## src/rtl/score_fill_ctrl.sv

```systemverilog
// -----------------------------------------------------------------------------
// score_fill_ctrl
//   Sequencer that fills a Needleman-Wunsch score matrix held in a single-port
//   score RAM with a synchronous read.
//   1. Writes the gap-penalty border in 2N+1 cycles: row 0, then column 0.
//   2. Visits every interior cell in row-major order, 5 cycles per cell:
//      read diagonal, read up, read left, combine, write the maximum back.
//
// Ports
//   clk          single rising-edge clock
//   rst          asynchronous active-low reset
//   start        fill request, accepted only while idle
//   match        1 when the residues at (row_idx, col_idx) are equal
//   row_idx      current cell row i
//   col_idx      current cell column j
//   ram_addr     score RAM address, i*(N+1)+j
//   ram_we       score RAM write enable
//   ram_wdata    score RAM write data
//   ram_rdata    score RAM read data, valid one cycle after its address
//   busy         high from the cycle after start is accepted through DONE
//   done         one-cycle completion pulse
//   final_score  H(N,N) of the most recent completed fill
//
// Every output comes straight from a register, so the values for a state are
// computed one cycle early from the next-state logic.
// -----------------------------------------------------------------------------

// Protocol checks for the sequencer: write enable legality and pulse shapes.
module score_fill_ctrl_chk (
    input logic clk,
    input logic rst,
    input logic we_legal,
    input logic ram_we,
    input logic busy,
    input logic done
);

    // A RAM write may only appear while initialising or writing a cell.
    a_we_legal : assert property (@(posedge clk) disable iff (!rst) ram_we |-> we_legal);

    // done is a single-cycle pulse.
    a_done_pulse : assert property (@(posedge clk) disable iff (!rst) done |=> !done);

    // done is only ever raised while the block reports busy.
    a_done_busy : assert property (@(posedge clk) disable iff (!rst) done |-> busy);

endmodule

module score_fill_ctrl #(
    parameter int N        = 8,
    parameter int ADDR_W   = 7,
    parameter int SCORE_W  = 8,
    parameter int MATCH    = 1,
    parameter int MISMATCH = -1,
    parameter int GAP      = -1
) (
    input  logic               clk,
    input  logic               rst,
    input  logic               start,
    input  logic               match,
    output logic [ADDR_W-1:0]  row_idx,
    output logic [ADDR_W-1:0]  col_idx,
    output logic [ADDR_W-1:0]  ram_addr,
    output logic               ram_we,
    output logic [SCORE_W-1:0] ram_wdata,
    input  logic [SCORE_W-1:0] ram_rdata,
    output logic               busy,
    output logic               done,
    output logic [SCORE_W-1:0] final_score
);

    localparam logic [2:0] ST_IDLE    = 3'd0;
    localparam logic [2:0] ST_INIT    = 3'd1;
    localparam logic [2:0] ST_RD_DIAG = 3'd2;
    localparam logic [2:0] ST_RD_UP   = 3'd3;
    localparam logic [2:0] ST_RD_LEFT = 3'd4;
    localparam logic [2:0] ST_CALC    = 3'd5;
    localparam logic [2:0] ST_WR      = 3'd6;
    localparam logic [2:0] ST_DONE    = 3'd7;

    localparam logic [ADDR_W-1:0] ZERO_A      = {ADDR_W{1'b0}};
    localparam logic [ADDR_W-1:0] ONE_A       = {{(ADDR_W-1){1'b0}}, 1'b1};
    localparam logic [ADDR_W-1:0] N_A         = ADDR_W'(N);
    localparam logic [ADDR_W-1:0] NP1_A       = ADDR_W'(N + 1);
    localparam logic [ADDR_W-1:0] INIT_LAST_A = ADDR_W'(2 * N + 1);

    localparam logic signed [SCORE_W-1:0] ZERO_S     = {SCORE_W{1'b0}};
    localparam logic signed [SCORE_W-1:0] MATCH_S    = SCORE_W'(MATCH);
    localparam logic signed [SCORE_W-1:0] MISMATCH_S = SCORE_W'(MISMATCH);
    localparam logic signed [SCORE_W-1:0] GAP_S      = SCORE_W'(GAP);

    // Linear RAM address of matrix cell (i, j).
    function automatic logic [ADDR_W-1:0] cell_addr(input logic [ADDR_W-1:0] i,
                                                    input logic [ADDR_W-1:0] j);
        logic [2*ADDR_W-1:0] prod_s;
        prod_s = {{ADDR_W{1'b0}}, i} * {{ADDR_W{1'b0}}, NP1_A};
        return prod_s[ADDR_W-1:0] + j;
    endfunction

    // Border write k: k=0..N walks row 0, k=N+1..2N walks column 0 from row 1.
    function automatic logic [ADDR_W-1:0] init_addr(input logic [ADDR_W-1:0] k);
        logic [ADDR_W-1:0] a_s;
        if (k <= N_A) begin
            a_s = k;
        end else begin
            a_s = cell_addr(k - N_A, ZERO_A);
        end
        return a_s;
    endfunction

    // Border value for write k: distance from (0,0) times the gap penalty.
    // Only the low SCORE_W bits of the product matter, so sign handling of the
    // multiply does not change the result.
    function automatic logic [SCORE_W-1:0] init_data(input logic [ADDR_W-1:0] k);
        logic [ADDR_W-1:0]  idx_s;
        logic [SCORE_W-1:0] idx_w_s;
        if (k <= N_A) begin
            idx_s = k;
        end else begin
            idx_s = k - N_A;
        end
        idx_w_s = SCORE_W'(idx_s);
        return idx_w_s * GAP_S;
    endfunction

    // Signed maximum of three candidate scores.
    function automatic logic signed [SCORE_W-1:0] max3(input logic signed [SCORE_W-1:0] a,
                                                       input logic signed [SCORE_W-1:0] b,
                                                       input logic signed [SCORE_W-1:0] c);
        logic signed [SCORE_W-1:0] m_s;
        m_s = (a >= b) ? a : b;
        m_s = (c > m_s) ? c : m_s;
        return m_s;
    endfunction

    logic [2:0]                state_r, state_nxt_s;
    logic [ADDR_W-1:0]         row_r, row_nxt_s;
    logic [ADDR_W-1:0]         col_r, col_nxt_s;
    logic [ADDR_W-1:0]         k_r, k_nxt_s;
    logic [ADDR_W-1:0]         addr_r, addr_nxt_s;
    logic                      we_r, we_nxt_s;
    logic [SCORE_W-1:0]        wdata_r, wdata_nxt_s;
    logic signed [SCORE_W-1:0] d_r, d_nxt_s;
    logic signed [SCORE_W-1:0] u_r, u_nxt_s;
    logic                      busy_r, busy_nxt_s;
    logic                      done_r, done_nxt_s;
    logic [SCORE_W-1:0]        final_r, final_nxt_s;

    logic signed [SCORE_W-1:0] diag_s;
    logic signed [SCORE_W-1:0] up_s;
    logic signed [SCORE_W-1:0] left_s;
    logic signed [SCORE_W-1:0] score_s;
    logic                      we_legal_s;

    // Candidate scores of the current cell; in CALC ram_rdata holds the left neighbour.
    always_comb begin
        diag_s  = d_r + (match ? MATCH_S : MISMATCH_S);
        up_s    = u_r + GAP_S;
        left_s  = $signed(ram_rdata) + GAP_S;
        score_s = max3(diag_s, up_s, left_s);
    end

    // Next-state and next-output logic for the fill sequencer.
    always_comb begin
        state_nxt_s = state_r;
        row_nxt_s   = row_r;
        col_nxt_s   = col_r;
        k_nxt_s     = k_r;
        addr_nxt_s  = addr_r;
        we_nxt_s    = 1'b0;
        wdata_nxt_s = wdata_r;
        d_nxt_s     = d_r;
        u_nxt_s     = u_r;
        busy_nxt_s  = busy_r;
        done_nxt_s  = 1'b0;
        final_nxt_s = final_r;

        case (state_r)
            ST_IDLE: begin
                if (start) begin
                    // First border write (0,0)=0 is issued in the first INIT cycle.
                    state_nxt_s = ST_INIT;
                    row_nxt_s   = ZERO_A;
                    col_nxt_s   = ZERO_A;
                    k_nxt_s     = ONE_A;
                    addr_nxt_s  = ZERO_A;
                    wdata_nxt_s = ZERO_S;
                    we_nxt_s    = 1'b1;
                    busy_nxt_s  = 1'b1;
                end else begin
                    state_nxt_s = ST_IDLE;
                end
            end

            ST_INIT: begin
                // k_r is the index of the write for the next cycle.
                if (k_r == INIT_LAST_A) begin
                    state_nxt_s = ST_RD_DIAG;
                    row_nxt_s   = ONE_A;
                    col_nxt_s   = ONE_A;
                    addr_nxt_s  = cell_addr(ZERO_A, ZERO_A);
                end else begin
                    we_nxt_s    = 1'b1;
                    addr_nxt_s  = init_addr(k_r);
                    wdata_nxt_s = init_data(k_r);
                    k_nxt_s     = k_r + ONE_A;
                end
            end

            ST_RD_DIAG: begin
                state_nxt_s = ST_RD_UP;
                addr_nxt_s  = cell_addr(row_r - ONE_A, col_r);
            end

            ST_RD_UP: begin
                state_nxt_s = ST_RD_LEFT;
                d_nxt_s     = $signed(ram_rdata);
                addr_nxt_s  = cell_addr(row_r, col_r - ONE_A);
            end

            ST_RD_LEFT: begin
                state_nxt_s = ST_CALC;
                u_nxt_s     = $signed(ram_rdata);
                addr_nxt_s  = cell_addr(row_r, col_r);
            end

            ST_CALC: begin
                state_nxt_s = ST_WR;
                we_nxt_s    = 1'b1;
                addr_nxt_s  = cell_addr(row_r, col_r);
                wdata_nxt_s = score_s;
            end

            ST_WR: begin
                // The next cell's diagonal read address is prepared here.
                if (col_r < N_A) begin
                    state_nxt_s = ST_RD_DIAG;
                    col_nxt_s   = col_r + ONE_A;
                    addr_nxt_s  = cell_addr(row_r - ONE_A, col_r);
                end else if (row_r < N_A) begin
                    state_nxt_s = ST_RD_DIAG;
                    row_nxt_s   = row_r + ONE_A;
                    col_nxt_s   = ONE_A;
                    addr_nxt_s  = cell_addr(row_r, ZERO_A);
                end else begin
                    state_nxt_s = ST_DONE;
                    final_nxt_s = wdata_r;
                    done_nxt_s  = 1'b1;
                end
            end

            ST_DONE: begin
                state_nxt_s = ST_IDLE;
                busy_nxt_s  = 1'b0;
            end

            default: begin
                state_nxt_s = ST_IDLE;
                busy_nxt_s  = 1'b0;
            end
        endcase
    end

    // State and output registers.
    always_ff @(posedge clk or negedge rst) begin
        if (!rst) begin
            state_r <= ST_IDLE;
            row_r   <= ZERO_A;
            col_r   <= ZERO_A;
            k_r     <= ZERO_A;
            addr_r  <= ZERO_A;
            we_r    <= 1'b0;
            wdata_r <= ZERO_S;
            d_r     <= ZERO_S;
            u_r     <= ZERO_S;
            busy_r  <= 1'b0;
            done_r  <= 1'b0;
            final_r <= ZERO_S;
        end else begin
            state_r <= state_nxt_s;
            row_r   <= row_nxt_s;
            col_r   <= col_nxt_s;
            k_r     <= k_nxt_s;
            addr_r  <= addr_nxt_s;
            we_r    <= we_nxt_s;
            wdata_r <= wdata_nxt_s;
            d_r     <= d_nxt_s;
            u_r     <= u_nxt_s;
            busy_r  <= busy_nxt_s;
            done_r  <= done_nxt_s;
            final_r <= final_nxt_s;
        end
    end

    assign row_idx     = row_r;
    assign col_idx     = col_r;
    assign ram_addr    = addr_r;
    assign ram_we      = we_r;
    assign ram_wdata   = wdata_r;
    assign busy        = busy_r;
    assign done        = done_r;
    assign final_score = final_r;

    assign we_legal_s = (state_r == ST_INIT) || (state_r == ST_WR);

    score_fill_ctrl_chk u_chk (
        .clk      (clk),
        .rst      (rst),
        .we_legal (we_legal_s),
        .ram_we   (we_r),
        .busy     (busy_r),
        .done     (done_r)
    );

endmodule

```

## config.mk

```make
export PLATFORM = sky130hd
export DESIGN_NAME = score_fill_ctrl
export DESIGN_NICKNAME = d
export VERILOG_FILES = /design/src/rtl/score_fill_ctrl.sv
export SDC_FILE = /design/constraint.sdc
export NUM_CORES = 1
export LEC_CHECK = 0
export CAP_MARGIN = 30
export CORE_MARGIN = 2
export CORE_UTILIZATION = 47
export DETAILED_ROUTE_END_ITERATION = 7
export GPL_TIMING_DRIVEN = 0
export MAX_ROUTING_LAYER = met4
export PLACE_DENSITY = 0.77
export SETUP_SLACK_MARGIN = 0.4
export SKIP_CTS_REPAIR_TIMING = 1
export SLEW_MARGIN = 25
export SYNTH_ARGS = -nofsm -noshare
export SYNTH_HDL_FRONTEND = slang
export SYNTH_SLANG_ARGS = --single-unit
```

## constraint.sdc

```tcl
create_clock -name clk -period 6.1 [get_ports clk]
set_input_delay 0.61 -clock clk [delete_from_list [all_inputs] [get_ports clk]]
set_output_delay 0.61 -clock clk [all_outputs]
set_load 0.02 [all_outputs]
```

[Yosys cells after proc, flatten, opt, wreduce, memory -nomap -nowiden]
Cells that the tools add are included.
Word-level totals
  memories kept: 0
  latch bits: 0
  RAM bits: 0
  word-level logic and storage cells: 101
  memory bits (read-only): 0
  flip-flop bits (word level): 66
Operators by class
  bitwise gates (word level): 2
  order comparisons: 5
  div/mod/pow operators: 0
  eq/ne operators: 14
  reduce and logical (&&, ||, !) cells: 14
  multiplexer cells: 38
  multipliers: 4
  shift-type cells: 0
  $add $sub $neg: 12
Operators with widths (count)
  $mux W7: 15
  $pmux W7 S3: 2
  $pmux W7 S6: 1
  $mux W8: 5
  $pmux W3 S8: 1
  $pmux W8 S3: 1
  $add A7 B1 Y7 const B: 3
  $add A7 B7 Y7: 3
  $mul A7 B4 Y7 const B: 3
  $add A8 B1 Y8 const B: 2
  $lt A7 B4 Y1 const B: 2
  $pmux W7 S2: 1
  $sub A7 B1 Y7 const B: 2
  $eq A3 B3 Y1 const B: 4
  $reduce_and A3 Y1: 4
  $ne A2 B2 Y1 const B: 5
  $mux W3: 3
  $add A8 B8 Y8: 1
  $ge A8 B8 Y1: 1
  $gt A8 B8 Y1: 1
  $mul A8 B1 Y8 const B: 1
  $eq A7 B5 Y1 const B: 1
  $le A7 B4 Y1 const B: 1
  $mux W1: 7
  15 further kinds: 19

[Logic depth before layout (Yosys ltp)]
  depth in word-level cells: 7
  gate-level depth with buffers: 22
  mapped depth without buffers: 21

[Worst setup path after synthesis]
OpenSTA, ideal clock, no wires.
  path type: input port to flip-flop
  start: in match
  end: reg wdata_r[0] (netlist: ram_wdata[0])
  data required time: 5.980 ns
  setup slack: 1.489 ns
  stages: 21
  arrival: 4.491 ns
  buffers on the path: 1
  cells stage by stage: inv_1 -> fa_1 -> a21o_1 -> a21oi_1 -> o21bai_1 -> a21oi_1 -> xor2_1 -> inv_1 -> ha_1 -> o211ai_1 -> a31oi_2 -> mux2i_1 -> ha_1 -> o21a_1 -> o21ai_0 -> a21oi_1 -> o211ai_1 -> or3_1 -> clkbuf_1 -> o21ai_0 -> a41o_1
On the way
  longest elaborated chain between the ends: 7
Ends and longest elaborated chain
  from (decl): line 60  | input logic match,
  $mux W8 *: line 157  | diag_s = d_r + (match ? MATCH_S : MISMATCH_S);
  $add A8 B8 Y8 *: line 157
  $ge A8 B8 Y1: line 131  | m_s = (a >= b) ? a : b;
  $mux W8 *: line 131
  $gt A8 B8 Y1: line 132  | m_s = (c > m_s) ? c : m_s;
  $mux W8 *: line 132
  $pmux W8 S3 *: line 178  | case (state_r)
  to (signal assigned): line 286  | wdata_r <= wdata_nxt_s;
  to (decl): line 142  | logic [SCORE_W-1:0] wdata_r, wdata_nxt_s;
Every way passes the cells marked *; elsewhere a longest branch is shown, timed or not.
A chain may end at the register's enable or synchronous reset.

[Final worst setup path]
  start: in match
  end: reg wdata_r[6] (netlist: ram_wdata[6])
The elaborated chain is that of the path after synthesis.

==> metrics.md <==
| Metric | Value |
|---|---|
| Status | `complete, no violations` |
| Layout cells sized above 1 | `7.215%` |
| Reg2reg setup slack | `1.33 ns` |
| FMAX | `190.2 MHz` |
| Gr usage total | `23.91%` |
| ANT nets after route | `0` |
| Synthesized flop and latch total | `66` |
| Reg2reg start | `d_r[0]` |
| Setup violators final | `0` |
| Clock skew | `0.008994 ns` |
| Sequential Area | `0.001652 mm^2` |
| DIE HEIGHT | `112.3 um` |
| Yosys top cell by area | `dfrtp_1` |
| Count of pins over their slew limit | `0` |
| Drt wl/cell | `16.83 um` |
| Initial DRC count | `294` |
| Xor-xnor portion of the synthesized cell area | `8.895%` |
| DP Wirelength | `10880 um` |
| Root Driver | `clkbuf_16` |
| IO buf count | `51` |
| Critical-path maximum fanout | `8` |
| First-pass GRT wire length | `23320 um` |
| DRT Wirelength | `14070 um` |
| Hold WS | `0.1947 ns` |
| Die area | `0.01261 mm^2` |
| GRT busiest layer | `met2` |
| Routing usage on met2 | `39.16%` |
| CTS tree | `built` |
| Critical Path Source | `match` |
| Post-layout min period | `5.259 ns` |
| Hold/Removal Path Class | `input port to async pin` |
| TritonCTS Buffers | `9` |
| Clock transition at the registers of the reported paths | `0.06 ns` |
| GRT overflow | `0` |
| WP data required | `6.36 ns` |
| Drt drc | `0` |
| Combinational family with the most area after synthesis | `adder cells` |
| Cells after Synth | `623` |
| Max Cap Viol | `0` |
| Setup TNS | `0 ns` |
| Mux cell area share after synthesis | `4.334%` |
| Multi-input logic area | `0.003503 mm^2` |
| Synth-to-layout area growth | `18.79%` |
| Post-synth top area share | `29.95%` |
| Count of cell types in the netlist | `64` |
| Max_slew headroom | `40.79%` |
| # IOs | `52` |
| Final nets | `777` |
| Yosys warns | `0` |
| Adder-cell share of the synthesized area | `18.56%` |
| WS Path Type | `input port to flop` |
| Post-synth top flop | `dfrtp_1` |
| Drt pass-1 iters | `5` |
| Final hold violations | `0` |
| Worst EP arrival | `5.51 ns` |
| Seq/Total Area, Yosys | `29.95%` |
| Startpoint Class | `input port` |
| Gpl congestion | `1.004` |
| Synth area leaders | `dfrtp_1 (30%), ha_1 (16%), xnor2_1 (5.9%)` |
| Synth async-reset ratio | `100.0%` |
| Vias | `4754` |
| Period utilization | `86.21%` |
| EDFF count, synth | `0` |
| R2R Path End | `ram_wdata[6]` |
| Syn avg cell area | `8.851 um^2` |
| Met3 GRT Util | `4.644%` |
| Mapped Nets | `712` |
| Initial antenna violation count | `0` |
| Clock sinks | `66` |
| Syn Std Cell Area | `0.005514 mm^2` |
| RSZ-0062 raised after global routing | `no` |
| Synth Area in Simple Gates | `15.38%` |
| Vias in the first global route | `4753` |
| Worst-Skew Late Latency | `0.35 ns` |
| Complex-gate fraction of the synthesized area | `16.20%` |
| Crit path to | `ram_wdata[6]` |
| FP Rows | `39` |
| Largest net degree at the start of global routing | `38` |
| Reg2Reg Depth | `21` |
| Vias per inst | `5.687` |
| Worst Tran Pin Value | `0.8813 ns` |
| Die width | `112.3 um` |
| Clk buf depth | `2` |
| # H-tree levels | `3` |
| Met1 usage | `29.90%` |
| CP Capture Type | `flop` |
| Initial core utilization | `48.29%` |
| Core area | `0.01142 mm^2` |
| Number of antenna diodes | `0` |
| Fillers | `994` |
[logic make-up (layout without fill, tap and decap cells)]
family / after synthesis / count (layout)
xor gates and xnor gates: 56 / 56
muxes: 22 / 22
buffers and inverters: 93 / 163
adders and majority gates: 77 / 77
AOI/OAI and AO/OA: 136 / 136
DFF: 66 / 66
and+or+nand+nor: 173 / 173
[area by class of cell]
cell class,instances,area share [%]
multi-input combinational,464,53.49
sequential,66,25.21
timing repair buffer,54,8.290
inverter,72,4.126
clock buffer,9,3.438
tap,143,2.732
buffer,21,1.509
clock inverter,7,1.203
[Yosys cell counts (8+ instances only)]
cell type  instances
nor2b_1           10
clkbuf_1          16
mux2_2            15
inv_1             70
nand3_1           13
o21ai_0           32
nand2_1           52
xnor2_1           37
a21oi_1           36
nand2b_1          14
nor2_1            40
nor3_1            14
dfrtp_1           66
fa_1               8
a21o_1             9
ha_1              69
xor2_1            19
[per-layer routing]
layer,vias to the layer above,routed length [um]
li1,2279,-
met1,2318,6134
met2,130,6946
met3,27,670
met4,0,317
met5,-,0
[worst min path at each step]
stage / from / end / slack [ns] / cells past startpoint
final: rst / ram_addr[5] / 0.19 / 1
after global routing: rst / k_r[3] / 0.23 / 1
after global placement: ram_addr[2] / ram_addr[2] / 0.47 / 2
after detailed placement: ram_addr[0] / ram_addr[0] / 0.47 / 2
after CTS: rst / ram_addr[5] / 0.21 / 1
after floorplan: rst / busy / 0.31 / 0
[metrics by stage]
step / setup slack (ns) / area [um^2] / std cells / util [%]
after detailed placement: 0.1458 / 6221 / 818 / 54.48
final: 0.8413 / 6550 / 836 / 57.36
after global placement: 0.3491 / 6203 / 817 / 54.33
after global routing: 0.4842 / 6550 / 836 / 57.36
after floorplan: 1.489 / 5514 / 623 / -
after CTS: 0.4560 / 6525 / 834 / 57.14
[registers in the layout, indices dropped and copies added, names as in the netlist, 3 cells and up]
| name | count |
|---|---|
| d_r | 8 |
| final_score | 8 |
| ram_wdata | 8 |
| u_r | 8 |
| col_idx | 7 |
| k_r | 7 |
| ram_addr | 7 |
| row_idx | 7 |
| state_r | 3 |
[cells in the final DEF, fill, tap and decap left out, types with 8 or more instances in the layout]
cell and n:
nand3_1 13, clkbuf_1 15, xor2_1 19, dfrtp_1 66, clkbuf_16 9, a21oi_1 36, fa_1 8, nor3_1 14
nor2b_1 10, a21o_1 9, clkdlybuf4s50_1 50, o21ai_0 32, xnor2_1 37, nand2_1 52, ha_1 69, mux2_2 15
nand2b_1 14, nor2_1 40, inv_1 70
[worst max-delay path, stage by stage]
cell,delay [ns]
clkdlybuf4s50_1,0.50
inv_1,0.15
fa_1,0.48
a21o_1,0.17
a21oi_1,0.21
o21bai_1,0.08
a21oi_1,0.19
xor2_1,0.32
inv_1,0.08
ha_1,0.29
o211ai_1,0.12
a31oi_4,0.22
buf_4,0.21
mux2i_1,0.32
ha_1,0.33
nand3_1,0.10
nor2_1,0.05
a21oi_1,0.15
o211ai_1,0.15
or3_1,0.33
clkbuf_2,0.17
nand2b_1,0.16
o2111ai_1,0.11
Power is left out: the tool's default activity adds up to more than one toggle a clock period on the data nets, which glitch-free logic cannot reach.
